$ cat src/rtl/byte_serial_pkg.sv
// Shared definitions for the byte-lane serial transmitter.
//
// Contents:
//   bstx_state_t        transmitter FSM state encoding
//   BSTX_DEFAULT_WIDTH  default data word width in bits
package byte_serial_pkg;

    // PARITY is only reachable when BYTE_SERIAL_TX_PARITY_EN is defined, but the
    // encoding is kept identical in both builds.
    typedef enum logic [1:0] {
        IDLE   = 2'd0,
        SHIFT  = 2'd1,
        PARITY = 2'd2
    } bstx_state_t;

    localparam int unsigned BSTX_DEFAULT_WIDTH = 8;

endpackage

$ cat src/rtl/bstx_bit_cnt.sv
// Bit-index counter for byte_serial_tx.
//
// Counts beats within a word. It is cleared when a word is captured and steps
// once per accepted beat. It saturates at WIDTH-1, so it never wraps.
//
// Ports:
//   clk    clock, rising edge
//   rst_n  asynchronous active-low reset (count returns to 0)
//   clr    synchronous clear, has priority over en
//   en     advance by one (ignored once terminal count is reached)
//   cnt    current bit index, $clog2(WIDTH) bits
//   tc     terminal count, high when cnt == WIDTH-1
module bstx_bit_cnt
    import byte_serial_pkg::*;
#(
    parameter int unsigned WIDTH = BSTX_DEFAULT_WIDTH
) (
    input  logic                     clk,
    input  logic                     rst_n,
    input  logic                     clr,
    input  logic                     en,
    output logic [$clog2(WIDTH)-1:0] cnt,
    output logic                     tc
);

    localparam int unsigned CW = $clog2(WIDTH);
    localparam logic [CW-1:0] LastIdx = CW'(WIDTH - 1);

    logic [CW-1:0] cnt_q;
    logic [CW-1:0] cnt_d;

    always_comb begin
        cnt_d = cnt_q;
        if (clr) begin
            cnt_d = '0;
        end else if (en && (cnt_q != LastIdx)) begin
            cnt_d = cnt_q + 1'b1;
        end
    end

    always_ff @(posedge clk or negedge rst_n) begin
        if (!rst_n) begin
            cnt_q <= '0;
        end else begin
            cnt_q <= cnt_d;
        end
    end

    assign cnt = cnt_q;
    assign tc  = (cnt_q == LastIdx);

endmodule

$ cat src/rtl/byte_serial_tx.sv
// Bit-serial transmitter for [0:WIDTH-1] ascending-index words.
//
// Captures one parallel word while idle. It then sends the word one bit per
// accepted beat, starting with index 0. The final beat of the word is flagged
// with sout_last. All outputs are decoded from registered state only.
//
// Build option:
//   BYTE_SERIAL_TX_PARITY_EN  when defined, one even-parity beat (XOR of the
//                             captured word) follows bit WIDTH-1 and carries
//                             sout_last instead of bit WIDTH-1.
//
// Ports:
//   clk         clock, rising edge
//   rst_n       asynchronous active-low reset; discards any word in flight
//   din         parallel word, index 0 transmitted first
//   din_valid   din holds a word to send
//   din_ready   word can be captured this cycle (high only in IDLE)
//   sout        current serial bit
//   sout_valid  sout is meaningful
//   sout_last   current beat is the final beat of the word
//   sout_ready  sink accepts the current beat
module byte_serial_tx
    import byte_serial_pkg::*;
#(
    parameter int unsigned WIDTH = BSTX_DEFAULT_WIDTH
) (
    input  logic             clk,
    input  logic             rst_n,
    input  logic [0:WIDTH-1] din,
    input  logic             din_valid,
    output logic             din_ready,
    output logic             sout,
    output logic             sout_valid,
    output logic             sout_last,
    input  logic             sout_ready
);

    localparam int unsigned CW = $clog2(WIDTH);

    bstx_state_t      state_q;
    bstx_state_t      state_d;
    logic [0:WIDTH-1] sreg_q;
    logic [0:WIDTH-1] sreg_d;

    logic             cnt_clr;
    logic             cnt_en;
    logic [CW-1:0]    cnt;
    logic             cnt_tc;

    bstx_bit_cnt #(
        .WIDTH (WIDTH)
    ) u_bit_cnt (
        .clk   (clk),
        .rst_n (rst_n),
        .clr   (cnt_clr),
        .en    (cnt_en),
        .cnt   (cnt),
        .tc    (cnt_tc)
    );

    // Next-state logic. The shift register is loaded as a whole word on capture
    // only. The bit to send is selected by cnt, so sreg is never shifted in place.
    always_comb begin
        state_d = state_q;
        sreg_d  = sreg_q;
        cnt_clr = 1'b0;
        cnt_en  = 1'b0;

        unique case (state_q)
            IDLE: begin
                if (din_valid) begin
                    sreg_d  = din;
                    cnt_clr = 1'b1;
                    state_d = SHIFT;
                end
            end
            SHIFT: begin
                if (sout_ready) begin
                    if (cnt_tc) begin
`ifdef BYTE_SERIAL_TX_PARITY_EN
                        state_d = PARITY;
`else
                        state_d = IDLE;
`endif
                    end else begin
                        cnt_en = 1'b1;
                    end
                end
            end
            PARITY: begin
                // Unreachable without the parity option; fall back to IDLE.
`ifdef BYTE_SERIAL_TX_PARITY_EN
                if (sout_ready) begin
                    state_d = IDLE;
                end
`else
                state_d = IDLE;
`endif
            end
            default: begin
                state_d = IDLE;
            end
        endcase
    end

    always_ff @(posedge clk or negedge rst_n) begin
        if (!rst_n) begin
            state_q <= IDLE;
            sreg_q  <= '0;
        end else begin
            state_q <= state_d;
            sreg_q  <= sreg_d;
        end
    end

    // Output decode. Only state_q, sreg_q and the counter feed these outputs, so
    // there is no combinational path from din_valid or sout_ready.
    always_comb begin
        din_ready  = 1'b0;
        sout       = 1'b0;
        sout_valid = 1'b0;
        sout_last  = 1'b0;

        unique case (state_q)
            IDLE: begin
                din_ready = 1'b1;
            end
            SHIFT: begin
                sout_valid = 1'b1;
                sout       = sreg_q[cnt];
`ifndef BYTE_SERIAL_TX_PARITY_EN
                sout_last  = cnt_tc;
`endif
            end
            PARITY: begin
`ifdef BYTE_SERIAL_TX_PARITY_EN
                sout_valid = 1'b1;
                sout       = ^sreg_q;
                sout_last  = 1'b1;
`endif
            end
            default: begin
                din_ready = 1'b0;
            end
        endcase
    end

endmodule

$ cat config.mk
export PLATFORM = sky130hd
export DESIGN_NAME = byte_serial_tx
export DESIGN_NICKNAME = d
export VERILOG_FILES = /design/src/rtl/byte_serial_pkg.sv /design/src/rtl/bstx_bit_cnt.sv /design/src/rtl/byte_serial_tx.sv
export SDC_FILE = /design/constraint.sdc
export NUM_CORES = 1
export LEC_CHECK = 0
export ABC_AREA = 1
export BUFFER_PORTS_ARGS = -buffer_cell sky130_fd_sc_hd__buf_2
export CAP_MARGIN = 20
export CORE_AREA = 3 3 40 42
export DETAILED_ROUTE_END_ITERATION = 8
export DIE_AREA = 0 0 43 45
export PLACE_DENSITY = 0.72
export SLEW_MARGIN = 25
export SYNTH_ARGS = -nofsm -noshare
export SYNTH_HDL_FRONTEND = slang
export SYNTH_SLANG_ARGS = --single-unit
$ cat constraint.sdc
create_clock -name clk -period 1.7 [get_ports clk]
set_input_delay 0.255 -clock clk [delete_from_list [all_inputs] [get_ports clk]]
set_output_delay 0.255 -clock clk [all_outputs]
set_load 0.01 [all_outputs]
==> results of run 1 <==
## power breakdown
group / switching (µW) / internal (µW)
clock: 96.5 / 130
combinational: 354 / 261
sequential: 94.8 / 427
total: 546 / 818
## metrics by stage
| step | utilization, % | power (µW) | instances |
|---|---|---|---|
| 2_1_floorplan | - | 964.4 | 75 |
| 3_3_place_gp | 54.82 | 1099 | 104 |
| 3_5_place_dp | 54.82 | 1131 | 104 |
| 4_1_cts | 58.42 | 1368 | 109 |
| 5_1_grt | 58.71 | 1504 | 109 |
| 6_report | 58.71 | 1364 | 109 |
## critical path, stage by stage (launching register included)
cell and delay (ns):
dfrtp_2 0.46, ha_1 0.22, ha_2 0.18, nand2_1 0.05, inv_1 0.03, buf_2 0.12
## cell usage after synthesis, types with 2 or more instances
cell type	n
dfrtp_1	12
ha_1	2
inv_1	13
inv_2	2
nand2_1	21
nand3_1	7
nor2_1	4
o21ai_2	8
## registers in the layout, indices dropped and copies added (netlist names)
register,flops
sreg_q,8
state_q,1
u_bit_cnt.cnt,3
## cells by family after synthesis
family,count (synthesis),synth area share (%)
buf+inv,16,10.87
flops,12,48.29
fa+ha+maj,2,4.024
compound gates,12,15.09
simple gates,33,21.73
## routing by layer
layer | routed length, µm | share of wire [%]
met5 | 0 | 0
met4 | 29 | 2.4
met3 | 43 | 3.6
met2 | 629 | 52
met1 | 507 | 42
## repair_timing
| action | in CTS | in global routing |
|---|---|---|
| hold buffers | 1 | 0 |
| setup buffers | 0 | 0 |
| endpoints found under the setup margin | 0 | 2 |
| resized for setup | 0 | 3 |
| hold endpoints to repair | 12 | 0 |
## area by class of cell
class	count	share of cell area, %
tap	15	2.488
sequential	12	39.97
clock buffer	4	4.809
multi-input combinational	47	34.00
inverter	15	7.463
timing repair buffer	16	11.28
## worst max-delay path by stage
stage | start | endpoint | slack, ns
3_3_place_gp | u_bit_cnt.cnt[0] | u_bit_cnt.cnt[0] | 0.32
3_5_place_dp | u_bit_cnt.cnt[0] | u_bit_cnt.cnt[0] | 0.24
2_1_floorplan | u_bit_cnt.cnt[0] | u_bit_cnt.cnt[0] | 0.38
4_1_cts | u_bit_cnt.cnt[0] | sout_last | 0.04
6_report | u_bit_cnt.cnt[0] | sout_last | 0.1
5_1_grt | u_bit_cnt.cnt[0] | sout_last | 0.03
==> results.cfg, run 1 <==
[outcome]
status = finished, final reports clean

[grt]
grtUsageTotal_pct = 15.65
grt_util_met2_pct = 27.84
grt_overflow = 0
grt_util_met1_pct = 18.69
top_usage_layer = met2
grtUsageMet3_pct = 2.390
grt_pass1_vias = 525
grt_pass1_wl_mm = 2.228
grt_max_degree = 18
grt_antenna_before_repair = 0

[route]
drt-total-wl_mm = 1.209
routedWlPerCell_um = 11.09
drtAntennaViolNets = 0
via_per_inst = 4.817
drtIter0Drc = 4
vias = 525
drc = 0
drt_first_pass_iters = 4

[timing]
min_period_ns = 1.603
setup_viol = 0
fin_skew_ns = 0.003972
holdWs_ns = 0.1772
hold_viol = 0
fin_setup_tns_ns = 0
drv_slew = 0
rsz0062_at_grt = false
max_clock_freq_ghz = 0.6239
period_share_pct = 94.29
relSlewSlack_pct = 76.91
worst_pin_slew_ns = 0.3458
setup_ws_ns = 0.09715

[hold_path]
min_delay_path_depth = 2
holdPathEnd = state_q[0]
holdCritPathClass = in2reg
worstHoldStart = sout_ready

[logic_synthesis]
yosysWarnings = 0
ys_seq_area_share_pct = 48.29
syn_avg_cell_area_um2 = 8.291
synth_top_flop_cell = dfrtp_1
synth_edf_count = 0
syn_area_um2 = 621.8
syn_inst = 75
ys_ff_latch = 12
synthDistinctLibCells = 14
synthesis.nets = 89
synth_top_area_cell = dfrtp_1
yosys-top-cells-area = dfrtp_1, nand2_1, o21ai_2, inv_1, nand3_1
synth-async-reset-ratio_pct = 100.0
netlist.area_leader.share_pct = 48.29

[cells_and_area]
final_layout_size_suffix_gt1_share_pct = 35.11
layout_commonest_cell = nand2_1
multiInputGateArea_um2 = 256.5
final_cell_mix = nand2_1, buf_2, inv_1, dfrtp_1, o21ai_2
num_antenna_cells = 0
seq_area_um2 = 301.5
syn2layout_area_growth_pct = 21.33
fin_area_um2 = 754.5
fill_cells = 121
final_net_count = 109

[worst_setup_path]
critPathMaxFanout = 8
timing.rr.end = u_bit_cnt.cnt[0]
reg2reg_slack_ns = 0.28
r2r_cells = 7
cp.arrival_ns = 1.35
path_class = reg2out
startpoint_type = register
crit_path_end_kind = primary output
r2r-start = u_bit_cnt.cnt[0]
required_ns = 1.44

[pwr]
power_leakage_uw = 0.0004136
p_per_area_nw_per_um2 = 1807
irDropWorstVdd_mv = 0.8379

[placed_design]
port-buffer-count = 15
post-place-ws_ns = 0.2418
place.gp.congestion = 0.7210
dpl-instance-area_um2 = 704.4
dp_hpwl_um = 922.4

[cts]
cts_buffers = 3
cts_root_buf = clkbuf_4
cts_tree = yes
clockBufferDepth = 2
clock-sinks = 12
cts-htree-levels = 1
cts.clk_slew.worst_paths_ns = 0.08
clk_latency_ns = 0.27

[floorplanning]
die_y_um = 45
dieArea_um2 = 1935
core-area_um2 = 1285
die_x_um = 43
initial_core_util_pct = 48.39
placementRows = 13
io_pins = 16

[run]
maxCapViolCount = 0
Power figures use the tool's default switching activity.
==> run 2, diff against run 1 <==
- SLEW_MARGIN: 25 -> default
- clock period: 1.7 -> 2 ns (I/O delays scaled with it)
==> run 2 against run 1 <==
Global-route usage down 2.5 points. Design area down 2.3%. Non-clock buffer count unchanged. Final cell count down 0.92%. Worst setup slack better by 0.22 ns. Sequential share of layout area up 0.78 points. Sequential power down 17%. Combinational power down 19%. Register-to-register slack better by 0.27 ns. Critical path type unchanged. Critical endpoint unchanged. Largest power group unchanged. Highest routed layer unchanged.
==> results.cfg, run 2 (same netlist as run 1, synthesis figures left out) <==
[floorplanning]
core-area_um2 = 1285
io_pins = 16
die_x_um = 43
dieArea_um2 = 1935
die_y_um = 45
initial_core_util_pct = 48.39
placementRows = 13

[worst_setup_path]
critical_path.cell_chain = ha_1 > ha_1 > nand2_1 > inv_1 > buf_2
required_ns = 1.70
cpMostUsedCell = ha_1
r2r_cells = 7
timing.rr.end = u_bit_cnt.cnt[0]
cp.arrival_ns = 1.38
startpoint_type = register
reg2reg_slack_ns = 0.55
crit_path_end_kind = primary output
critPathMaxFanout = 8
worst_path_max_delay_cell = dfrtp_1
max_stage_delay_ns = 0.45
r2r-start = u_bit_cnt.cnt[0]
path_class = reg2out

[route]
vias = 503
routedWlPerCell_um = 10.16
drtIter0Drc = 3
drt-total-wl_mm = 1.097
drc = 0
drt_first_pass_iters = 4
drtAntennaViolNets = 0
via_per_inst = 4.657

[timing]
fin_skew_ns = 0.006249
min_period_ns = 1.681
rsz0062_at_grt = false
fin_setup_tns_ns = 0
hold_viol = 0
setup_ws_ns = 0.3193
relSlewSlack_pct = 76.31
period_share_pct = 84.04
max_clock_freq_ghz = 0.5950
setup_viol = 0
drv_slew = 0
worst_pin_slew_ns = 0.3548
holdWs_ns = 0.2271

[cells_and_area]
final_cell_mix = nand2_1, buf_2, inv_1, dfrtp_1, o21ai_2
top_register = sreg_q
final_net_count = 109
layout_commonest_cell = nand2_1
num_antenna_cells = 0
syn2layout_area_growth_pct = 18.51
final_layout_size_suffix_gt1_share_pct = 31.18
largest_reg_flops = 8

[hold_path]
min_delay_path_depth = 2
holdPathEnd = state_q[0]
worstHoldStart = sout_ready
holdCritPathClass = in2reg

[cts]
cts_tree = yes
cts_root_buf = clkbuf_4
cts_buffers = 3
clock-sinks = 12
clockBufferDepth = 2
clk_latency_ns = 0.27
cts_setup_buffers = 0
cts-htree-levels = 1
cts.clk_slew.worst_paths_ns = 0.08

[pwr]
p_per_area_nw_per_um2 = 1467
irDropWorstVdd_mv = 0.6146
power_leakage_uw = 0.0004106
power.internal_uw = 647.0
power_switching_uw = 434.4
clkPwrFrac_pct = 13.5
p_sw_share_pct = 40.17
seqPwrFrac_pct = 40.1
combPwrFrac_pct = 46.3
finalPower_uw = 1081

[outcome]
status = finished, final reports clean

[placed_design]
post-place-ws_ns = 0.5785
place.gp.congestion = 0.7910
dp_hpwl_um = 843.4
port-buffer-count = 15

[grt]
grt_pass1_wl_mm = 1.904
grt_antenna_before_repair = 0
grt_overflow = 0
grt_max_degree = 18
grtUsageTotal_pct = 13.20
grt_pass1_vias = 479

[run]
maxCapViolCount = 0
run 2: cell types whose count changed in the layout (fill, tap and decap cells not counted):
cell	delta
ha_1	+1
clkbuf_8	-1
dfrtp_2	-1
ha_2	-1
dfrtp_1	+1
inv_2	-1
inv_1	+1
run 2: per-layer routing:
metal	up-vias	GRT usage (%)	wire length, µm
met5	-	0	0
met4	0	5.422	14
met3	2	3.586	56
met2	11	21.26	504
met1	216	16.92	521
li1	274	-	-
run 2: cell type report:
class	count	area, µm²
Sequential cell	12	300.3
Clock buffer	3	22.52
Timing Repair Buffer	16	85.08
Inverter	15	56.30
Fill cell	139	548.0
Multi-Input combinational cell	47	254.0
Tap cell	15	18.77
run 2: critical path, delay by kind of cell (launching register included):
| family | cells | cell delay (ns) |
|---|---|---|
| adder cells (fa/ha/maj) | 2 | 0.44 |
| buffers and inverters | 2 | 0.16 |
| flip-flops | 1 | 0.45 |
| AND/OR/NAND/NOR | 1 | 0.06 |
run 2: repair_timing:
| item | 4_1_cts | 5_1_grt |
|---|---|---|
| hold endpoints to repair | 12 | 0 |
| hold buffers | 1 | 0 |
| resized for setup | 0 | 0 |
run 2: power groups by stage:
stage / Sequential, µW / Clock [µW] / Combinational [µW]
2_1_floorplan: 426 / 0 / 394
3_3_place_gp: 435 / 0 / 498
3_5_place_dp: 439 / 0 / 506
4_1_cts: 434 / 152 / 509
5_1_grt: 450 / 161 / 588
6_report: 434 / 146 / 501
run 2: worst max-delay path by stage:
| stage | start | slack [ns] | to |
|---|---|---|---|
| after floorplan | u_bit_cnt.cnt[0] | 0.68 | u_bit_cnt.cnt[0] |
| after global placement | u_bit_cnt.cnt[0] | 0.62 | u_bit_cnt.cnt[0] |
| after detailed placement | u_bit_cnt.cnt[0] | 0.58 | u_bit_cnt.cnt[0] |
| after CTS | u_bit_cnt.cnt[0] | 0.31 | sout_last |
| after global routing | u_bit_cnt.cnt[0] | 0.22 | sout |
| final | u_bit_cnt.cnt[0] | 0.32 | sout_last |
run 2: per-stage QoR:
| stage | utilization, % | area (µm²) | cells |
|---|---|---|---|
| 2_1_floorplan | - | 621.8 | 75 |
| 3_3_place_gp | 54.82 | 704.4 | 104 |
| 3_5_place_dp | 54.82 | 704.4 | 104 |
| 4_1_cts | 57.35 | 737.0 | 108 |
| 5_1_grt | 57.35 | 737.0 | 108 |
| 6_report | 57.35 | 737.0 | 108 |
